[src/rtl/sync_fifo_pkg.sv]
// ============================================================================
// Module : sync_fifo_pkg
// Brief  : Shared sizing helpers, threshold legality check and count-op enum
//          for the single-clock FIFO.
// Rev    : 1.0  initial release
// ============================================================================
`default_nettype none

package sync_fifo_pkg;

  typedef enum logic [1:0] {
    CNT_HOLD = 2'd0,
    CNT_INC  = 2'd1,
    CNT_DEC  = 2'd2
  } cnt_op_e;

  function automatic int unsigned fifo_depth(input int unsigned adrrsize);
    return 32'd1 << adrrsize;
  endfunction

  function automatic int unsigned ptr_width(input int unsigned adrrsize);
    return adrrsize + 32'd1;
  endfunction

  function automatic bit thresh_ok(input int unsigned adrrsize,
                                   input int          afull,
                                   input int          aempty);
    int depth;
    depth = int'(fifo_depth(adrrsize));
    return (afull >= 1) && (afull <= depth) &&
           (aempty >= 0) && (aempty <= depth - 1);
  endfunction

endpackage

`default_nettype wire

[src/rtl/sync_fifo_mem.sv]
// ============================================================================
// Module : sync_fifo_mem
// Brief  : DEPTH x DATA_WIDTH storage, synchronous write, asynchronous read.
// Rev    : 1.0  initial release
// ============================================================================
`default_nettype none

module sync_fifo_mem
  import sync_fifo_pkg::*;
#(
  parameter int DATA_WIDTH = 8,
  parameter int ADRRSIZE   = 3
) (
  input  logic                  clk,
  input  logic                  i_wen,
  input  logic [ADRRSIZE-1:0]   i_waddr,
  input  logic [DATA_WIDTH-1:0] i_wdata,
  input  logic [ADRRSIZE-1:0]   i_raddr,
  output logic [DATA_WIDTH-1:0] o_rdata
);

  localparam int c_depth = int'(fifo_depth(ADRRSIZE));

  // Contents are never reset; the pointers alone define what is valid.
  logic [DATA_WIDTH-1:0] r_mem [c_depth];

  always_ff @(posedge clk) begin
    if (i_wen) begin
      r_mem[i_waddr] <= i_wdata;
    end
  end

  assign o_rdata = r_mem[i_raddr];

endmodule

`default_nettype wire

[src/rtl/sync_fifo.sv]
// ============================================================================
// Module : sync_fifo
// Brief  : Single-clock FIFO with count, almost-full/empty flags and a
//          registered read port. Optional macro SYNC_FIFO_ERR_FLAGS_EN adds
//          sticky overflow/underflow outputs.
// Rev    : 1.0  initial release
// ============================================================================
`default_nettype none

module sync_fifo
  import sync_fifo_pkg::*;
#(
  parameter int DATA_WIDTH    = 8,
  parameter int ADRRSIZE      = 3,
  parameter int AFULL_THRESH  = 6,
  parameter int AEMPTY_THRESH = 1
) (
  input  logic                  clk,
  input  logic                  rst,
  input  logic                  winc,
  input  logic [DATA_WIDTH-1:0] wdata,
  output logic                  wfull,
  output logic                  walmost_full,
  input  logic                  rinc,
  output logic [DATA_WIDTH-1:0] rdata,
  output logic                  rvalid,
  output logic                  rempty,
  output logic                  ralmost_empty,
  output logic [ADRRSIZE:0]     count
`ifdef SYNC_FIFO_ERR_FLAGS_EN
  ,
  output logic                  overflow,
  output logic                  underflow
`endif
);

  localparam int c_pw = int'(ptr_width(ADRRSIZE));
  localparam logic [c_pw-1:0] c_afull  = c_pw'(AFULL_THRESH);
  localparam logic [c_pw-1:0] c_aempty = c_pw'(AEMPTY_THRESH);

  generate
    if (!thresh_ok(ADRRSIZE, AFULL_THRESH, AEMPTY_THRESH)) begin : g_thresh_check
      $error("sync_fifo: AFULL_THRESH/AEMPTY_THRESH out of range");
    end
  endgenerate

  logic [c_pw-1:0]       r_wptr;
  logic [c_pw-1:0]       r_rptr;
  logic [c_pw-1:0]       r_count;
  logic [DATA_WIDTH-1:0] r_rdata;
  logic                  r_rvalid;
  logic                  w_full;
  logic                  w_empty;
  logic                  w_wacc;
  logic                  w_racc;
  logic [DATA_WIDTH-1:0] w_mem_rdata;
  cnt_op_e               w_cnt_op;

  // Equal low bits with differing wrap bits means the writer is a lap ahead.
  assign w_full  = (r_wptr[c_pw-1] != r_rptr[c_pw-1]) &&
                   (r_wptr[c_pw-2:0] == r_rptr[c_pw-2:0]);
  assign w_empty = (r_wptr == r_rptr);
  assign w_wacc  = winc && !w_full;
  assign w_racc  = rinc && !w_empty;

  always_comb begin
    w_cnt_op = CNT_HOLD;
    if (w_wacc && !w_racc) begin
      w_cnt_op = CNT_INC;
    end else if (w_racc && !w_wacc) begin
      w_cnt_op = CNT_DEC;
    end
  end

  sync_fifo_mem #(
    .DATA_WIDTH (DATA_WIDTH),
    .ADRRSIZE   (ADRRSIZE)
  ) u_mem (
    .clk     (clk),
    .i_wen   (w_wacc),
    .i_waddr (r_wptr[c_pw-2:0]),
    .i_wdata (wdata),
    .i_raddr (r_rptr[c_pw-2:0]),
    .o_rdata (w_mem_rdata)
  );

  always_ff @(posedge clk) begin
    if (rst) begin
      r_wptr   <= '0;
      r_rptr   <= '0;
      r_count  <= '0;
      r_rdata  <= '0;
      r_rvalid <= 1'b0;
    end else begin
      if (w_wacc) begin
        r_wptr <= r_wptr + c_pw'(1);
      end
      if (w_racc) begin
        r_rptr  <= r_rptr + c_pw'(1);
        r_rdata <= w_mem_rdata;
      end
      r_rvalid <= w_racc;
      case (w_cnt_op)
        CNT_INC: r_count <= r_count + c_pw'(1);
        CNT_DEC: r_count <= r_count - c_pw'(1);
        default: r_count <= r_count;
      endcase
    end
  end

`ifdef SYNC_FIFO_ERR_FLAGS_EN
  logic r_overflow;
  logic r_underflow;

  always_ff @(posedge clk) begin
    if (rst) begin
      r_overflow  <= 1'b0;
      r_underflow <= 1'b0;
    end else begin
      if (winc && w_full) begin
        r_overflow <= 1'b1;
      end
      if (rinc && w_empty) begin
        r_underflow <= 1'b1;
      end
    end
  end

  assign overflow  = r_overflow;
  assign underflow = r_underflow;
`endif

  assign wfull         = w_full;
  assign rempty        = w_empty;
  assign count         = r_count;
  assign walmost_full  = (r_count >= c_afull);
  assign ralmost_empty = (r_count <= c_aempty);
  assign rdata         = r_rdata;
  assign rvalid        = r_rvalid;

endmodule

`default_nettype wire

[config.mk]
export PLATFORM = sky130hd
export DESIGN_NAME = sync_fifo
export DESIGN_NICKNAME = d
export VERILOG_FILES = /design/src/rtl/sync_fifo_pkg.sv /design/src/rtl/sync_fifo_mem.sv /design/src/rtl/sync_fifo.sv
export SDC_FILE = /design/constraint.sdc
export NUM_CORES = 1
export LEC_CHECK = 0
export BUFFER_PORTS_ARGS = -buffer_cell sky130_fd_sc_hd__buf_2
export CAP_MARGIN = 20
export CORE_MARGIN = 5
export CORE_UTILIZATION = 59
export CTS_CLUSTER_DIAMETER = 120
export DETAILED_ROUTE_END_ITERATION = 8
export PLACE_DENSITY = 0.79
export SLEW_MARGIN = 20
export SYNTH_ARGS = -nofsm -noshare
export SYNTH_HDL_FRONTEND = slang
export SYNTH_SLANG_ARGS = --single-unit
[constraint.sdc]
create_clock -name clk -period 3.2 [get_ports clk]
set_clock_uncertainty 0.05 [all_clocks]
set_input_delay 0.32 -clock clk [delete_from_list [all_inputs] [get_ports clk]]
set_output_delay 0.32 -clock clk [all_outputs]
set_load 0.02 [all_outputs]
==> results_dict.tcl, run 1 <==
set metrics [dict create \
    clkTransAtPathRegs_ps 90 \
    grt_first_pass_wirelength_um 9980 \
    crit_required_ps 3380 \
    finalSetupTns_ps 0 \
    slew_violations 0 \
    drive_gt1_share_pct 30.7 \
    yosysWarningCount 0 \
    ys_async_sr_fraction_pct 0 \
    start_util_pct 60.0 \
    syn_to_final_growth_pct 11.9 \
    tightest_slew_ps 636 \
    gp_congestion 0.756 \
    row_count 28 \
    worst_ep_arrival_time_ps 2840 \
    crit_buf_inv 0 \
    post_cts_buffers 0 \
    hold_buffers 0 \
    critPathCaptureType "flip-flop" \
    ys_ff_latch 85 \
    crit_path_cell_trace "xnor2_1 -> a41o_1 -> ha_1 -> or4b_2 -> a21oi_1 -> xnor2_1 -> nor2_1" \
    num_vias 1864 \
    hold_viol 0 \
    seq_area_frac_synth_pct 66.7 \
    nets 265 \
    rsz0062_at_grt "no" \
    n_antenna_cell 0 \
    synth_largest_area_cell "edfxtp_1" \
    cp_slowest_cell "or4b_2" \
    ir_drop_mv 0.325 \
    cp_max_fo 8 \
    relSlewSlack_pct 57.5 \
    finalCritPeriodShare_pct 83.0 \
    grt.total_usage_pct 18.6 \
    core_area_mm2 0.00585 \
    wl_per_cell_um 19.0 \
    postSynthCellCount 207 \
    numCtsBuffers 9 \
    ys.flop_type "edfxtp_1" \
    maxCapViolCount 0 \
    netlist.area_leader.share_pct 54.8 \
    cts.sink_count 85 \
    dpl.hpwl_um 4120 \
    critPathKind "reg2reg" \
    synth_cell_types 38 \
    dp_cells 310 \
    final_cells 326 \
    via_per_inst 5.72 \
    synth_fp_nets 226 \
    start_kind "flip-flop" \
    cts.repair.resized 0 \
    hold_path_class "in2reg" \
    dpl_worst_slack_ps 547 \
    clock_path_buffers 2 \
    grt_pass1_vias 1902 \
    dieArea_mm2 0.00759 \
    r2r_slack_ps 540 \
    grt-ovfl-total 0 \
    antenna_found_initial 0 \
    drc 0 \
    drtAntennaViolNets 0 \
    cts_root_buf "clkbuf_8" \
    htreeDepth 3 \
    status "finished, final reports clean" \
    cpPeakStageDelay_ps 590 \
    wl_um 6180 \
    setup_viol 0 \
    synth_area_leaders "edfxtp_1 (55%), dfxtp_1 (12%), mux4_2 (9.6%)" \
    worst_slack_ps 543 \
    drt_pass1_iterations 4 \
    drt_first_iter_violations 142 \
    syn_area_per_cell_um2 17.0 \
    die_w_um 87.1 \
    max_freq_mhz 376 \
    syn_area_mm2 0.00351 \
    clk_latency_ps 340 \
    synth_edf_count 64 \
    powerDensity_mw_per_mm2 621 \
    grt_max_degree 21 \
    ioPinCount 29 \
    period_needed_ps 2660 \
    cts_tree "built" \
    critical_path.most_common_cell "xnor2_1" \
    synth.top_cells.by_count "edfxtp_1 (64), dfxtp_1 (21), nor2_1 (16), mux4_2 (15), mux2i_1 (11)" \
    cp_top_family "simple AND/OR/NAND/NOR gates" \
    portBuffers 28 \
    synth_most_common_cell "edfxtp_1" \
    die_h_um 87.1 \
    p_leak_nw 1.40 \
]
## cell type report
type | instances | area (um2)
clock inverters | 7 | 55.1
flip-flops and latches | 85 | 2340
multi-input cells | 105 | 1070
clock buffers | 9 | 124
inverters | 7 | 26.3
fillers | 407 | 1920
well taps | 75 | 93.8
repair buffers | 38 | 215
## power by group
| part | switching (mW) | internal (mW) | leakage [nW] |
|---|---|---|---|
| Sequential | 0.0458 | 1.25 | 0.753 |
| Combinational | 0.272 | 0.194 | 0.560 |
| Clock | 0.389 | 0.290 | 0.0883 |
| Total | 0.706 | 1.73 | 1.40 |
## through the flow
step           hold slack, ps  cell area [um2]  utilization [%]  power (mW)
2_1_floorplan             369             3510                -        1.66
3_3_place_gp              393             3750             64.1        1.78
3_5_place_dp              398             3750             64.1        1.79
4_1_cts                   169             3930             67.1        2.46
5_1_grt                   178             3930             67.1        2.57
6_report                  183             3930             67.1        2.44
## per-layer routing
layer | track usage, % | share of wire [%] | vias up
met5 | 0 | 0 | -
met4 | 7.25 | 1.3 | 0
met3 | 4.82 | 5.2 | 7
met2 | 29.1 | 50 | 54
met1 | 25.1 | 43 | 928
li1 | - | - | 875
## kinds of logic (layout without fill, tap and decap cells)
family,after synthesis,count (layout),share of synthesized area [%]
multiplexers,29,29,14.3
adder cells (fa/ha/maj),7,7,2.50
XOR/XNOR,11,11,2.75
buffers and inverters,17,61,2.75
AO/OA/AOI/OAI,19,19,4.85
AND/OR/NAND/NOR,39,39,6.17
flip-flops,85,85,66.7
## layout by cell type (no fill, tap or decap), drive strengths merged
master,n
buf,38
o21ai,3
nor3,6
xor2,5
nand2,2
a21oi,4
clkinvlp,1
nor2b,2
a31o,1
o2bb2ai,7
nor2,17
inv,10
clkbuf,9
ha,7
or4b,1
or3,2
a41oi,1
nand2b,6
a2bb2o,1
a41o,1
xnor2,6
nand4b,1
edfxtp,64
clkinv,3
or2,1
dfxtp,21
a211oi,1
mux2,2
mux2i,11
mux4,16
nand4,1
## flip-flops by register name (all words and copies together), names as in the netlist
name and cells:
count 4, r_rptr 4, r_wptr 4, rdata 8, rvalid 1, u_mem.r_mem 64
## worst paths after layout
check | startpoint | endpoint | cells past startpoint
hold / removal | wdata[1] | u_mem.r_mem[4][1] | 1
setup / recovery | r_wptr[0] | count[3] | 7
setup reg to reg | r_wptr[0] | count[3] | 7
hold reg to reg | rdata[6] | rdata[6] | 1
Power figures use the tool's default switching activity.
==> run 2, diff against run 1 <==
--- a/config.mk
+++ b/config.mk
@@ -8,10 +8,10 @@
 export BUFFER_PORTS_ARGS = -buffer_cell sky130_fd_sc_hd__buf_2
 export CAP_MARGIN = 20
 export CORE_MARGIN = 5
-export CORE_UTILIZATION = 59
+export CORE_UTILIZATION = 53
 export CTS_CLUSTER_DIAMETER = 120
 export DETAILED_ROUTE_END_ITERATION = 8
-export PLACE_DENSITY = 0.79
+export PLACE_DENSITY = 0.75
 export SLEW_MARGIN = 20
 export SYNTH_ARGS = -nofsm -noshare
 export SYNTH_HDL_FRONTEND = slang
==> constraint.sdc (replaced) <==
create_clock -name clk -period 2.2 [get_ports clk]
set_clock_uncertainty 0.05 [all_clocks]
set_input_delay 0.22 -clock clk [delete_from_list [all_inputs] [get_ports clk]]
set_output_delay 0.22 -clock clk [all_outputs]
set_load 0.02 [all_outputs]
==> run 2 against run 1 <==
- setup slack worse by 480 ps
- total power up 50%
- flip-flop and latch count unchanged
- register-to-register slack worse by 480 ps
- via count up 2.7%
- hold slack worse by 99 ps
==> results_dict.tcl, run 2 (synthesis results as in run 1) <==
set metrics [dict create \
    clock_path_buffers 2 \
    grt-ovfl-total 0 \
    p_seq_share_pct 51.4 \
    cts_tree "built" \
    cp_slowest_cell "dfxtp_1" \
    tightest_slew_ps 358 \
    holdPathStages 1 \
    die_w_um 91.4 \
    grt_max_degree 21 \
    r2r.worst_path.cells 7 \
    hold_buffers 0 \
    powerDensity_mw_per_mm2 890 \
    slew_violations 0 \
    crit_required_ps 2210 \
    max_freq_mhz 468 \
    final_cell_area_mm2 0.00412 \
    grt.total_usage_pct 16.4 \
    htreeDepth 3 \
    portBuffers 28 \
    drc 0 \
    worst_ep_arrival_time_ps 2150 \
    via_per_inst 5.58 \
    numCtsBuffers 9 \
    gp_congestion 0.725 \
    antenna_found_initial 0 \
    power_frac_clock_pct 28.2 \
    final_common_cell "edfxtp_1" \
    dieArea_mm2 0.00835 \
    relSlewSlack_pct 76.1 \
    cts.sink_count 85 \
    num_vias 1914 \
    power_frac_comb_pct 20.4 \
    critPathKind "reg2reg" \
    final_cell_mix "edfxtp_1 (64), buf_2 (28), buf_4 (26)" \
    crit_path_cell_trace "xnor2_2 -> a41o_1 -> buf_4 -> buf_4 -> or2_2 -> nor2_1 -> buf_4" \
    switchingPower_mw 1.01 \
    hold_path_class "in2reg" \
    die_h_um 91.4 \
    top_register "u_mem.r_mem" \
    hold_viol 0 \
    ir_drop_mv 0.510 \
    clk_latency_ps 350 \
    largest_reg_flops 64 \
    cpPeakStageDelay_ps 340 \
    n_antenna_cell 0 \
    clkTransAtPathRegs_ps 80 \
    setup_viol 0 \
    status "finished, final reports clean" \
    grt_pass1_vias 1930 \
    dpl.hpwl_um 4240 \
    finalCritPeriodShare_pct 97.1 \
    wl_per_cell_um 18.7 \
    syn_to_final_growth_pct 17.4 \
    period_needed_ps 2140 \
    dpl_cell_area_mm2 0.00390 \
    p_leak_nw 1.49 \
    drt_first_iter_violations 132 \
    cp_max_fo 7 \
    start_kind "flip-flop" \
    drt_pass1_iterations 4 \
    drive_gt1_share_pct 38.0 \
    dp_cells 326 \
    ioPinCount 29 \
    p_int_mw 2.66 \
    row_count 29 \
    critPathCaptureType "flip-flop" \
    maxCapViolCount 0 \
    critical_path.most_common_cell "buf_4" \
    swShare_pct 27.5 \
    core_area_mm2 0.00639 \
    cts_root_buf "clkbuf_8" \
    grt_first_pass_wirelength_um 10200 \
    wl_um 6410 \
    drtAntennaViolNets 0 \
    nets 281 \
    start_util_pct 55.0 \
    final_cells 343 \
]
## run 2: changes by cell type in the layout (fill, tap and decap cells not counted), moves of 2 or more
cell	delta
dfxtp_2	+4
xnor2_2	+2
dfxtp_1	-4
clkinv_4	-2
buf_4	+16
inv_6	-3
xnor2_1	-3
## run 2: timing repair
action	in CTS	in global routing
pin swaps	0	2
endpoints found under the setup margin	1	1
gates resized for setup	1	6
endpoints found under the hold margin	0	0
buffers inserted	0	2
## run 2: final timing paths
path	endpoint	from	slack [ps]
setup reg to reg	u_mem.r_mem[5][6]	r_rptr[2]	60
setup / recovery	u_mem.r_mem[5][6]	r_rptr[2]	60
hold reg to reg	rdata[6]	rdata[6]	410
hold / removal	u_mem.r_mem[4][3]	wdata[3]	80
## run 2: power groups by stage
stage / Sequential [mW] / Combinational [mW] / Clock (mW)
after floorplan: 1.97 / 0.472 / 0
after global placement: 1.92 / 0.728 / 0
after detailed placement: 1.92 / 0.740 / 0
after CTS: 1.88 / 0.742 / 1.05
after global routing: 1.90 / 0.821 / 1.14
final: 1.88 / 0.749 / 1.03
## run 2: final cells by class
cell class,instances,area [um2]
multi-input cells,105,1130
clock inverters,5,52.6
repair buffers,54,335
inverters,7,26.3
clock buffers,10,128
fillers,482,2270
flip-flops and latches,85,2350
well taps,77,96.3
## run 2: stage by stage
stage / utilization, % / setup WS, ps / total power [mW] / TNS [ps] / hold WS (ps)
2_1_floorplan: - / -57.9 / 2.44 / -57.9 / 269
3_3_place_gp: 61.1 / 61.3 / 2.64 / 0 / 393
3_5_place_dp: 61.1 / 0.391 / 2.66 / 0 / 398
4_1_cts: 64.0 / 34.3 / 3.68 / 0 / 70.2
5_1_grt: 64.5 / -27.7 / 3.86 / -47.3 / 72.2
6_report: 64.5 / 63.3 / 3.67 / 0 / 84.0
## run 2: worst max-delay path: cells and delay by family, from the launching register on
kind	cells	cell delay, ps
AND/OR/NAND/NOR	2	510
buffers and inverters	3	490
AO/OA/AOI/OAI	1	300
flip-flops	1	340
XOR/XNOR	1	160
## run 2: metal layers
metal | track usage, % | share of wire (%) | routed length [um]
met1 | 22.4 | 45 | 2900
met2 | 24.4 | 48 | 3050
met3 | 5.29 | 5.5 | 351
met4 | 6.36 | 1.7 | 108
met5 | 0 | 0 | 0
==> run 3, diff against run 2 <==
--- a/config.mk
+++ b/config.mk
@@ -15,4 +15,5 @@
 export SLEW_MARGIN = 20
 export SYNTH_ARGS = -nofsm -noshare
 export SYNTH_HDL_FRONTEND = slang
+export SYNTH_HIERARCHICAL = 1
 export SYNTH_SLANG_ARGS = --single-unit
==> run 3 against run 2 <==
- the run now ends with setup timing left
- setup slack got worse by 65 ps
- utilization decreased by 2.4 points
- clock-buffer cell count decreased by 1
- clock power decreased by 6%
- flip-flop and latch count unchanged
- hold slack got worse by 11 ps
- synthesized cell count increased by 4.3%
- sequential power about the same
- via count increased by 1.6%
- routed wire length decreased by 1.6%
- critical path type unchanged
==> results_dict.tcl, run 3 <==
set metrics [dict create \
    status "complete, but fails checks" \
    violations "setup timing" \
    dpl_cell_area_mm2 0.00394 \
    final_cell_area_mm2 0.00415 \
    drive_gt1_share_pct 32.2 \
    power_frac_comb_pct 22.4 \
    crit_cells 7 \
    worst_slack_ps -1.42 \
    rsz0062_at_grt "yes" \
    cts_root_buf "clkbuf_8" \
    gp_congestion 0.783 \
    crit_path_cell_trace "xor2_4 -> o41ai_4 -> ha_4 -> or4b_4 -> a21oi_2 -> xnor2_1 -> nor2_1" \
    crit_required_ps 2390 \
    cp_top_family "compound AO/OA/AOI/OAI gates" \
    yosysWarningCount 6 \
    ys.flop_type "edfxtp_1" \
    hold_buffers 0 \
    syn_to_final_growth_pct 15.7 \
    syn_area_per_cell_um2 16.6 \
    synth_cell_types 30 \
    crit_buf_inv 0 \
    final_cells 347 \
    largest_reg_flops 64 \
    finalCritPeriodShare_pct 100 \
    max_freq_mhz 454 \
    num_vias 1945 \
    dp_cells 331 \
    via_per_inst 5.61 \
    htreeDepth 3 \
    grt-ovfl-total 0 \
    p_seq_share_pct 51.3 \
    dpl.hpwl_um 4150 \
    holdPathStages 1 \
    clk_latency_ps 360 \
    drtAntennaViolNets 0 \
    critPathCaptureType "flip-flop" \
    drc 0 \
    synth_area_leaders "edfxtp_1 (54%), dfxtp_1 (12%), mux4_1 (11%)" \
    hold_path_class "in2reg" \
    critPathKind "reg2reg" \
    synth.top_cells.by_count "edfxtp_1 (64), nor2_1 (29), dfxtp_1 (21), mux4_1 (15), mux2i_1 (11)" \
    ys_async_sr_fraction_pct 0 \
    n_fill_cell 505 \
    cp_slowest_cell "o41ai_4" \
    nets 282 \
    row_count 30 \
    syn_area_mm2 0.00358 \
    synth_edf_count 64 \
    finalSetupTns_ps -1.42 \
    drt_first_iter_violations 67 \
    postSynthCellCount 216 \
    cpPeakStageDelay_ps 480 \
    start_util_pct 53.7 \
    period_needed_ps 2200 \
    switchingPower_mw 1.06 \
    synth_most_common_cell "edfxtp_1" \
    dpl_worst_slack_ps 4.44 \
    die_w_um 92.2 \
    grt_max_degree 23 \
    maxCapViolCount 0 \
    final_common_cell "edfxtp_1" \
    final_util_pct 62.1 \
    netlist.area_leader.share_pct 53.6 \
    p_total_mw 3.67 \
    top_register "u_mem/r_mem" \
    numCtsBuffers 9 \
    start_kind "flip-flop" \
    ir_drop_mv 0.578 \
    whs_ps 72.5 \
    portBuffers 28 \
    final_cell_mix "edfxtp_1 (64), nor2_1 (28), buf_2 (28)" \
    ioPinCount 29 \
    cp_max_fo 3 \
    wl_um 6310 \
    setup_viol 1 \
    hold_viol 0 \
    tightest_slew_ps 878 \
    drt_pass1_iterations 4 \
    cts_tree "built" \
    seq_area_frac_synth_pct 65.3 \
    dieArea_mm2 0.00851 \
    slew_violations 0 \
    r2r.worst_path.cells 7 \
    clock_path_buffers 2 \
    p_leak_nw 1.56 \
    powerDensity_mw_per_mm2 886 \
    grt_first_pass_wirelength_um 10200 \
    worst_ep_arrival_time_ps 2390 \
    synth_largest_area_cell "edfxtp_1" \
    clkTransAtPathRegs_ps 80 \
    die_h_um 92.2 \
    cts.sink_count 85 \
    grt.total_usage_pct 16.1 \
    core_area_mm2 0.00668 \
    grt_pass1_vias 1945 \
    synth_fp_nets 235 \
    antenna_found_initial 0 \
    power_frac_clock_pct 26.3 \
    p_int_mw 2.62 \
    swShare_pct 28.8 \
    relSlewSlack_pct 41.2 \
    ys_ff_latch 85 \
    n_antenna_cell 0 \
    wl_per_cell_um 18.2 \
]
## run 3: path summary, 6_finish.rpt
path | endpoint | startpoint | slack, ps
min reg2reg | rdata[6] | rdata[6] | 450
min | u_mem/r_mem[1][5] | wdata[5] | 70
max reg2reg | count[3] | r_rptr[0] | -1
max | count[3] | r_rptr[0] | -1
## run 3: logic make-up (layout without fill, tap and decap cells)
kind of cell	after synthesis	after routing	synth area share (%)
xor gates and xnor gates	10	10	2.44
AOI/OAI and AO/OA	11	11	2.93
adders and majority gates	7	7	2.44
muxes	36	36	17.5
DFF	85	85	65.3
buffers and inverters	15	66	2.48
and+or+nand+nor	52	52	6.84
## run 3: cell type report
class / count / area, um2 / area share (%)
sequential: 85 / 2350 / 56.8
multi-input combinational: 116 / 1230 / 29.7
timing repair buffer: 44 / 264 / 6.37
clock buffer: 9 / 124 / 2.99
tap: 80 / 100 / 2.41
clock inverter: 6 / 47.5 / 1.15
inverter: 7 / 26.3 / 0.634
## run 3: layer usage
metal | up-vias | share of wire (%) | track usage [%]
li1 | 919 | - | -
met5 | - | 0 | 0
met1 | 968 | 45 | 20.9
met4 | 0 | 2.2 | 7.43
met2 | 47 | 49 | 25.1
met3 | 11 | 4.7 | 4.59
## run 3: worst reg2reg max path, stage by stage (launching register included)
cell and delay (ps):
dfxtp_4 370, xor2_4 190, o41ai_4 490, ha_4 200, or4b_4 460, a21oi_2 160, xnor2_1 120, nor2_1 50
## run 3: power groups by stage
stage	logic [mW]	registers, mW	clock network, mW
final	0.822	1.88	0.967
after global routing	0.886	1.90	1.07
after CTS	0.813	1.88	0.998
after detailed placement	0.805	1.92	0
after global placement	0.794	1.91	0
after floorplan	0.547	1.97	0
## run 3: timing repair
action                     in CTS  in global routing
setup endpoints to repair       1                 55
gates resized for setup         1                  7
buffers inserted                1                  0
hold endpoints to repair        0                  0
pin swaps                       2                  7
